[src/rtl/timer_ctrl_pkg.sv]
// Shared constants for the timer controller: FSM encodings, register map and
// CTRL field layout.
package timer_ctrl_pkg;

  localparam logic [1:0] ST_IDLE  = 2'd0;
  localparam logic [1:0] ST_CLEAR = 2'd1;
  localparam logic [1:0] ST_RUN   = 2'd2;
  localparam logic [1:0] ST_HOLD  = 2'd3;

  localparam logic [1:0] ADDR_CTRL     = 2'd0;
  localparam logic [1:0] ADDR_COMPARE  = 2'd1;
  localparam logic [1:0] ADDR_PRESCALE = 2'd2;
  localparam logic [1:0] ADDR_COUNT    = 2'd3;

  localparam int CTRL_EN_BIT     = 0;
  localparam int CTRL_PER_BIT    = 1;
  localparam int CTRL_IRQCLR_BIT = 2;

  // CTRL read-back layout, LSB first: enable, periodic, state, irq.
  typedef struct packed {
    logic       irq;
    logic [1:0] state;
    logic       periodic;
    logic       enable;
  } ctrl_rd_t;

endpackage

[src/rtl/timer_prescaler.sv]
// Programmable clock divider: emits one tick every (prescale_i + 1) cycles
// while running; clear_i restarts the count from zero.
module timer_prescaler #(
  parameter int PRE_W = 8
) (
  input  logic             clock,
  input  logic             reset,
  input  logic             clear_i,
  input  logic             run_i,
  input  logic [PRE_W-1:0] prescale_i,
  output logic             tick_o
);

  logic [PRE_W-1:0] pre_cnt_q;
  logic [PRE_W-1:0] pre_cnt_d;

  // Equality compare: if prescale drops below pre_cnt, the count wraps first.
  assign tick_o = run_i && (pre_cnt_q == prescale_i);

  always_comb begin
    pre_cnt_d = pre_cnt_q;
    if (clear_i) begin
      pre_cnt_d = '0;
    end else if (run_i) begin
      pre_cnt_d = tick_o ? '0 : pre_cnt_q + PRE_W'(1);
    end
  end

  always_ff @(posedge clock) begin
    if (reset) begin
      pre_cnt_q <= '0;
    end else begin
      pre_cnt_q <= pre_cnt_d;
    end
  end

endmodule

[src/rtl/timer_ctrl.sv]
// Timer controller: sequences an external up-counter through clear/run/hold,
// raising a sticky interrupt when the count reaches the compare value.
module timer_ctrl
  import timer_ctrl_pkg::*;
#(
  parameter int CNT_W  = 4,
  parameter int PRE_W  = 8,
  parameter int DATA_W = 8
) (
  input  logic              clock,
  input  logic              reset,
  input  logic              cfg_valid,
  output logic              cfg_ready,
  input  logic              cfg_write,
  input  logic [1:0]        cfg_addr,
  input  logic [DATA_W-1:0] cfg_wdata,
  output logic [DATA_W-1:0] cfg_rdata,
  input  logic [CNT_W-1:0]  cnt_value,
  output logic              cnt_enable,
  output logic              cnt_reset,
  output logic              irq
);

  logic [1:0]       state_q, state_d;
  logic             enable_q, enable_d;
  logic             periodic_q, periodic_d;
  logic             irq_q, irq_d;
  logic [CNT_W-1:0] compare_q;
  logic [PRE_W-1:0] prescale_q;

  logic     wr_acc, wr_ctrl, wr_en, wr_irqclr;
  logic     in_run, match, tick;
  ctrl_rd_t ctrl_rd;

  assign wr_acc    = cfg_valid && cfg_write && cfg_ready;
  assign wr_ctrl   = wr_acc && (cfg_addr == ADDR_CTRL);
  assign wr_en     = cfg_wdata[CTRL_EN_BIT];
  assign wr_irqclr = cfg_wdata[CTRL_IRQCLR_BIT];

  assign in_run = (state_q == ST_RUN);
  assign match  = in_run && (cnt_value == compare_q);

  timer_prescaler #(
    .PRE_W(PRE_W)
  ) u_prescaler (
    .clock     (clock),
    .reset     (reset),
    .clear_i   (state_q == ST_CLEAR),
    .run_i     (in_run),
    .prescale_i(prescale_q),
    .tick_o    (tick)
  );

  assign cfg_ready  = (state_q != ST_CLEAR);
  assign cnt_reset  = (state_q == ST_CLEAR);
  assign cnt_enable = tick && (cnt_value != compare_q);
  assign irq        = irq_q;

  always_comb begin
    state_d    = state_q;
    enable_d   = enable_q;
    periodic_d = periodic_q;
    irq_d      = irq_q;
    if (wr_ctrl) begin
      periodic_d = cfg_wdata[CTRL_PER_BIT];
      if (wr_irqclr) irq_d = 1'b0;
    end
    case (state_q)
      ST_IDLE, ST_HOLD: begin
        if (wr_ctrl && wr_en) begin
          enable_d = 1'b1;
          state_d  = ST_CLEAR;
        end
      end
      ST_CLEAR: state_d = ST_RUN;
      default: begin
        // Match sets irq even over a same-cycle irq_clear.
        if (match) begin
          irq_d = 1'b1;
          if (periodic_q) begin
            state_d = ST_CLEAR;
          end else begin
            state_d  = ST_HOLD;
            enable_d = 1'b0;
          end
        end
      end
    endcase
    // Disable overrides everything, including a coincident match.
    if (wr_ctrl && !wr_en) begin
      state_d  = ST_IDLE;
      enable_d = 1'b0;
      irq_d    = irq_q && !wr_irqclr;
    end
  end

  always_ff @(posedge clock) begin
    if (reset) begin
      state_q    <= ST_IDLE;
      enable_q   <= 1'b0;
      periodic_q <= 1'b0;
      irq_q      <= 1'b0;
      compare_q  <= '0;
      prescale_q <= '0;
    end else begin
      state_q    <= state_d;
      enable_q   <= enable_d;
      periodic_q <= periodic_d;
      irq_q      <= irq_d;
      if (wr_acc && (cfg_addr == ADDR_COMPARE))  compare_q  <= cfg_wdata[CNT_W-1:0];
      if (wr_acc && (cfg_addr == ADDR_PRESCALE)) prescale_q <= cfg_wdata[PRE_W-1:0];
    end
  end

  assign ctrl_rd = '{irq: irq_q, state: state_q, periodic: periodic_q, enable: enable_q};

  always_comb begin
    cfg_rdata = '0;
    case (cfg_addr)
      ADDR_CTRL:     cfg_rdata[4:0]       = ctrl_rd;
      ADDR_COMPARE:  cfg_rdata[CNT_W-1:0] = compare_q;
      ADDR_PRESCALE: cfg_rdata[PRE_W-1:0] = prescale_q;
      default:       cfg_rdata[CNT_W-1:0] = cnt_value;
    endcase
  end

endmodule
[config.mk]
export PLATFORM = sky130hd
export DESIGN_NAME = timer_ctrl
export DESIGN_NICKNAME = d
export VERILOG_FILES = /design/src/rtl/timer_ctrl_pkg.sv /design/src/rtl/timer_prescaler.sv /design/src/rtl/timer_ctrl.sv
export SDC_FILE = /design/constraint.sdc
export NUM_CORES = 1
export LEC_CHECK = 0
export BUFFER_PORTS_ARGS = -buffer_cell sky130_fd_sc_hd__buf_2
export CORE_ASPECT_RATIO = 1.2
export CORE_MARGIN = 2
export CORE_UTILIZATION = 40
export DETAILED_ROUTE_END_ITERATION = 6
export PLACE_DENSITY_LB_ADDON = 0.3
export SLEW_MARGIN = 40
export SYNTH_ARGS = -nofsm -noshare
export SYNTH_HDL_FRONTEND = slang
export SYNTH_SLANG_ARGS = --single-unit
[constraint.sdc]
create_clock -name clock -period 2 [get_ports clock]
set_input_delay 0.2 -clock clock [delete_from_list [all_inputs] [get_ports clock]]
set_output_delay 0.2 -clock clock [all_outputs]
set_load 0.01 [all_outputs]
# --- Word level (Yosys, flattened, before mapping) ---
# Cells that the tools add are included.
totals:
  reg_bits: 25
classes:
  n_bitwise: 1
  n_mux: 17
  reduce_logical: 23
  add_sub_neg: 1
  eq_ne: 11
op_table:
  columns: ["cell", "n"]
  rows:
  - ["one-hot mux 4 bit (3 select lines)", 1]
  - ["logical AND 1 bit", 11]
  - ["adder 8 x 1 -> 8 bit, second input constant", 1]
  - ["equality test 8 bit", 1]
  - ["2-to-1 mux 1 bit", 8]
  - ["2-to-1 mux 8 bit", 1]
  - ["equality test 2 bit, second input constant", 3]
  - ["2-to-1 mux 2 bit", 3]
  - ["OR reduction 2 bit", 3]
  - ["equality test 2 x 1 -> 1 bit, second input constant", 2]
  - ["equality test 4 bit", 1]
  - ["zero test 2 bit", 2]
  - ["!= test 2 x 1 -> 1 bit, second input constant", 2]
  - ["!= test 4 bit", 1]
  - ["one-hot mux 1 bit (2 select lines)", 2]
  - ["one-hot mux 2 bit (2 select lines)", 1]
  - ["AND reduction 4 bit", 1]
  - ["2-to-1 mux 3 bit", 1]
  - ["nonzero test 3 bit", 1]
  - ["OR reduction 3 bit", 1]
  - ["zero test 1 bit", 2]
  - ["!= test 2 bit, second input constant", 1]
  - ["AND reduction 2 bit", 1]
  - ["nonzero test 2 bit", 1]
  - ["NOT 1 bit", 1]

# --- Longest topological paths before layout ---
logic_depth:
  depth_word: 7
  mapped_depth: 8
  depth_no_buf: 6

# --- Cells and area by module ---
# Synthesis repeated with hierarchy kept, for this count alone.
unflattened:
  hier_cells: 149
  hier_area_um2: 1463.9
by_module_without_submodules:
  columns: ["module", "cells_each", "n_inst", "seq_area_each_um2", "area_each_um2"]
  rows:
  - ["timer_ctrl", 99, 1, 340.3, 1009.7]
  - ["timer_prescaler", 50, 1, 160.2, 454.2]

# --- Worst setup path after synthesis ---
# Ideal clock, no wire load.
synth_timing:
  kind: "reg2reg"
  start: "reg state_q[1]"
  end: "reg state_q[0]"
  required_time_ps: 1866
  period_less_slack_ps: 1716
  setup_slack_ps: 284
  arrival_ps: 1582
  path_stages_with_launch: 8
  path_cell_list: "dfxtp_1 > inv_1 > ha_1 > buf_6 > or3b_1 > o21ai_2 > and3_2 > a211oi_2"
synth_rtl:
  columns: ["element", "line_no", "rtl"]
  rows:
  - ["start: declaration", "timer_ctrl.sv:24", "logic [1:0] state_q, state_d;"]
  - ["start signal: assignment", "timer_ctrl.sv:106", "state_q <= state_d;"]
  - ["equality test 2 x 1 -> 1 bit (*)", null, null]
  - ["named net cnt_reset", "timer_ctrl.sv:20", "output logic cnt_reset,"]
  - ["nonzero test 3 bit (no source line)", null, null]
  - ["AND reduction 2 bit (no source line)", null, null]
# Mark *: on every way through the listed nets, which the timed path passes. The rest lies on a longest branch.
# A chain may end at the register's enable or synchronous reset.

# --- Worst setup path after layout ---
layout_timing:
  start: "reg compare_q[3]"
  end: "out cnt_enable"
layout_via:
  elab_chain_len: 2
layout_lines:
  columns: ["element", "line_no", "rtl"]
  rows:
  - ["start: declaration", "timer_ctrl.sv:28", "logic [CNT_W-1:0] compare_q;"]
  - ["start signal: assignment", "timer_ctrl.sv:110", "if (wr_acc && (cfg_addr == ADDR_COMPARE)) compare_q <= cfg_wdata[CNT_W-1:0];"]
  - ["!= test 4 bit", "timer_ctrl.sv:56", "assign cnt_enable = tick && (cnt_value != compare_q);"]
  - ["logical AND 1 bit", "timer_ctrl.sv:56", null]
  - ["end: declaration", "timer_ctrl.sv:19", "output logic cnt_enable,"]
# Every way passes these cells.

==> impl_metrics.ini <==
[timing]
slew_headroom_pct = 72.7
fin_setup_tns_ps = 0
rsz0062_at_grt = false
worst_slack_ps = 110
hold_viol_final = 0
final-max-slew-violation-count = 0
min_period_over_period_pct = 94.5
setup_violations = 0
max_freq_mhz = 529
finalCriticalPeriod_ps = 1890
tightest_slew_ps = 407
fin_skew_ps = 2.29

[cells_and_area]
finalNonFillerCells = 230
layout_common_cells = 29 x buf_2, 25 x dfxtp_1, 24 x nor2_1
final_common_cell = buf_2
fin_nets = 201
drive_above_1_share_pct = 30.3
diodes = 0
fin_util_pct = 47.8
area_growth_pct = 14.8

[clocking]
clk_pin_slew_ps = 90
htreeDepth = 1
numCtsBuffers = 3
clock-sinks = 25
clockBufferDepth = 2
cts_setup_buffers = 0
cts_tree = yes
clock_latency_ps = 260
cts_root_buffer = clkbuf_8

[global_route]
grt_pass1_vias = 1210
grt_use_total_pct = 16.5
grt_overflow_total = 0
grt_pass1_wl_mm = 5.46
grt_antenna_before_repair = 0
grt_max_degree = 17

[power]
report.power.total_uw = 1340
p_leak_uw = 0.000670
powerDensity_nw_per_um2 = 772
peakVddDrop_uv = 360

[yosys]
synthArstFlopShare_pct = 0
synth_edf_count = 0
yosysSeqAreaShare_pct = 33.1
avgSynthCellArea_sq_um = 10.2
netlist.area_leader.share_pct = 33.1
netlist_area_sq_um = 1510
synth_cell_types = 41
netlist_top_cells_area = dfxtp_1 33%, mux2i_1 9.3%, xnor2_1 6.4%
ys_ff_latch = 25
synthFlopType = dfxtp_1
syn_inst = 149
yosysTopAreaCell = dfxtp_1
ys_warn_count = 0
syn_nets = 171

[die]
die_h_um = 71.4
dieArea_sq_um = 4290
row_count = 24
core_area_sq_um = 3630
initial_core_util_pct = 41.6
ios = 30
die_w_um = 60.1

[min_path]
hold_class = in -> reg

[route]
dr.first_iter.drc_count = 89
antenna_left = 0
drc = 0
wire_per_inst_um = 14.0
first_pass_iters = 4
drt-total-wl_mm = 3.21
vias = 1169
viasPerCell = 5.08

[status]
status = finished, final reports clean

[setup_path]
critPathKind = reg -> out
start_kind = register
crit_path_end_kind = output pin
crit_arrival_ps = 1690
worst_ep_required_time_ps = 1800
cp_max_fo = 3

[placed_design]
detailed_place_hpwl_mm = 2.63
portBuffers = 29
gp_congestion = 0.793
place_ws_ps = 225
numPlacedInstances = 226

[flow_run]
max_cap_viol_count = 0
flip-flops by register name (all words and copies together), names as in the netlist:
name,cells
prescale_q,8
u_prescaler.pre_cnt_q,8
compare_q,4
state_q,2
enable_q,1
irq,1
periodic_q,1
kinds of logic after synthesis:
kind of cell | synth area share, %
simple gates | 20.8
flops | 33.1
xor+xnor | 11.4
mux | 15.2
compound gates | 11.0
buf+inv | 5.21
fa+ha+maj | 3.31
layout make-up:
class / instances / area (sq um)
clock buffer: 4 / 45.0
fill: 355 / 1900
inverter: 6 / 22.5
multi-input combinational: 111 / 936
sequential: 25 / 500
tap: 52 / 65.1
timing repair buffer: 32 / 168
cell usage after synthesis (2+ instances only):
master	n
dfxtp_1	25
nor2_1	24
mux2i_1	14
xnor2_1	11
nand2_1	8
inv_1	6
xor2_1	5
ha_1	4
mux4_2	4
and2_1	3
clkbuf_1	3
nand3_1	3
nand4_1	3
a211oi_2	2
a21oi_1	2
a31o_1	2
a31oi_1	2
buf_6	2
nor4_1	2
o41ai_4	2
xor2_2	2
critical path, cell delays in order, from the launching register on:
cell     delay [ps]
dfxtp_1         370
xor2_1          370
nor4_2          120
nor4_1          370
buf_2           200
metrics by stage:
| step | hold WS (ps) | instance area [sq um] |
|---|---|---|
| after global routing | 209 | 1740 |
| after detailed placement | 457 | 1690 |
| after CTS | 180 | 1730 |
| after floorplan | 347 | 1510 |
| after global placement | 438 | 1690 |
| final | 178 | 1740 |
report_power, final:
group | internal (uW) | total (uW) | switching (uW) | leakage, uW
clock network | 142 | 294 | 151 | 0.0000228
registers | 526 | 559 | 33.5 | 0.000202
logic | 210 | 488 | 278 | 0.000445
total | 878 | 1340 | 463 | 0.000670
final timing paths:
kind | from | to | slack, ps | cells after the start
min reg2reg | enable_q | enable_q | 500 | 1
min | cfg_wdata[4] | prescale_q[4] | 180 | 3
max | compare_q[3] | cnt_enable | 110 | 4
max reg2reg | state_q[1] | state_q[1] | 200 | 6
metal layers:
layer  global-route usage [%]  up-vias  routed length (um)
li1                         -      578                   -
met1                     19.8      563                1340
met3                     2.35        6                  76
met2                     29.3       22                1730
met5                        0        -                   0
met4                     5.68        0                  69
repair_timing:
action                                  CTS  global route
hold buffers                              0             0
resized for setup                         0             1
endpoints found under the setup margin    0             1
(Power assumes the default switching activity.)
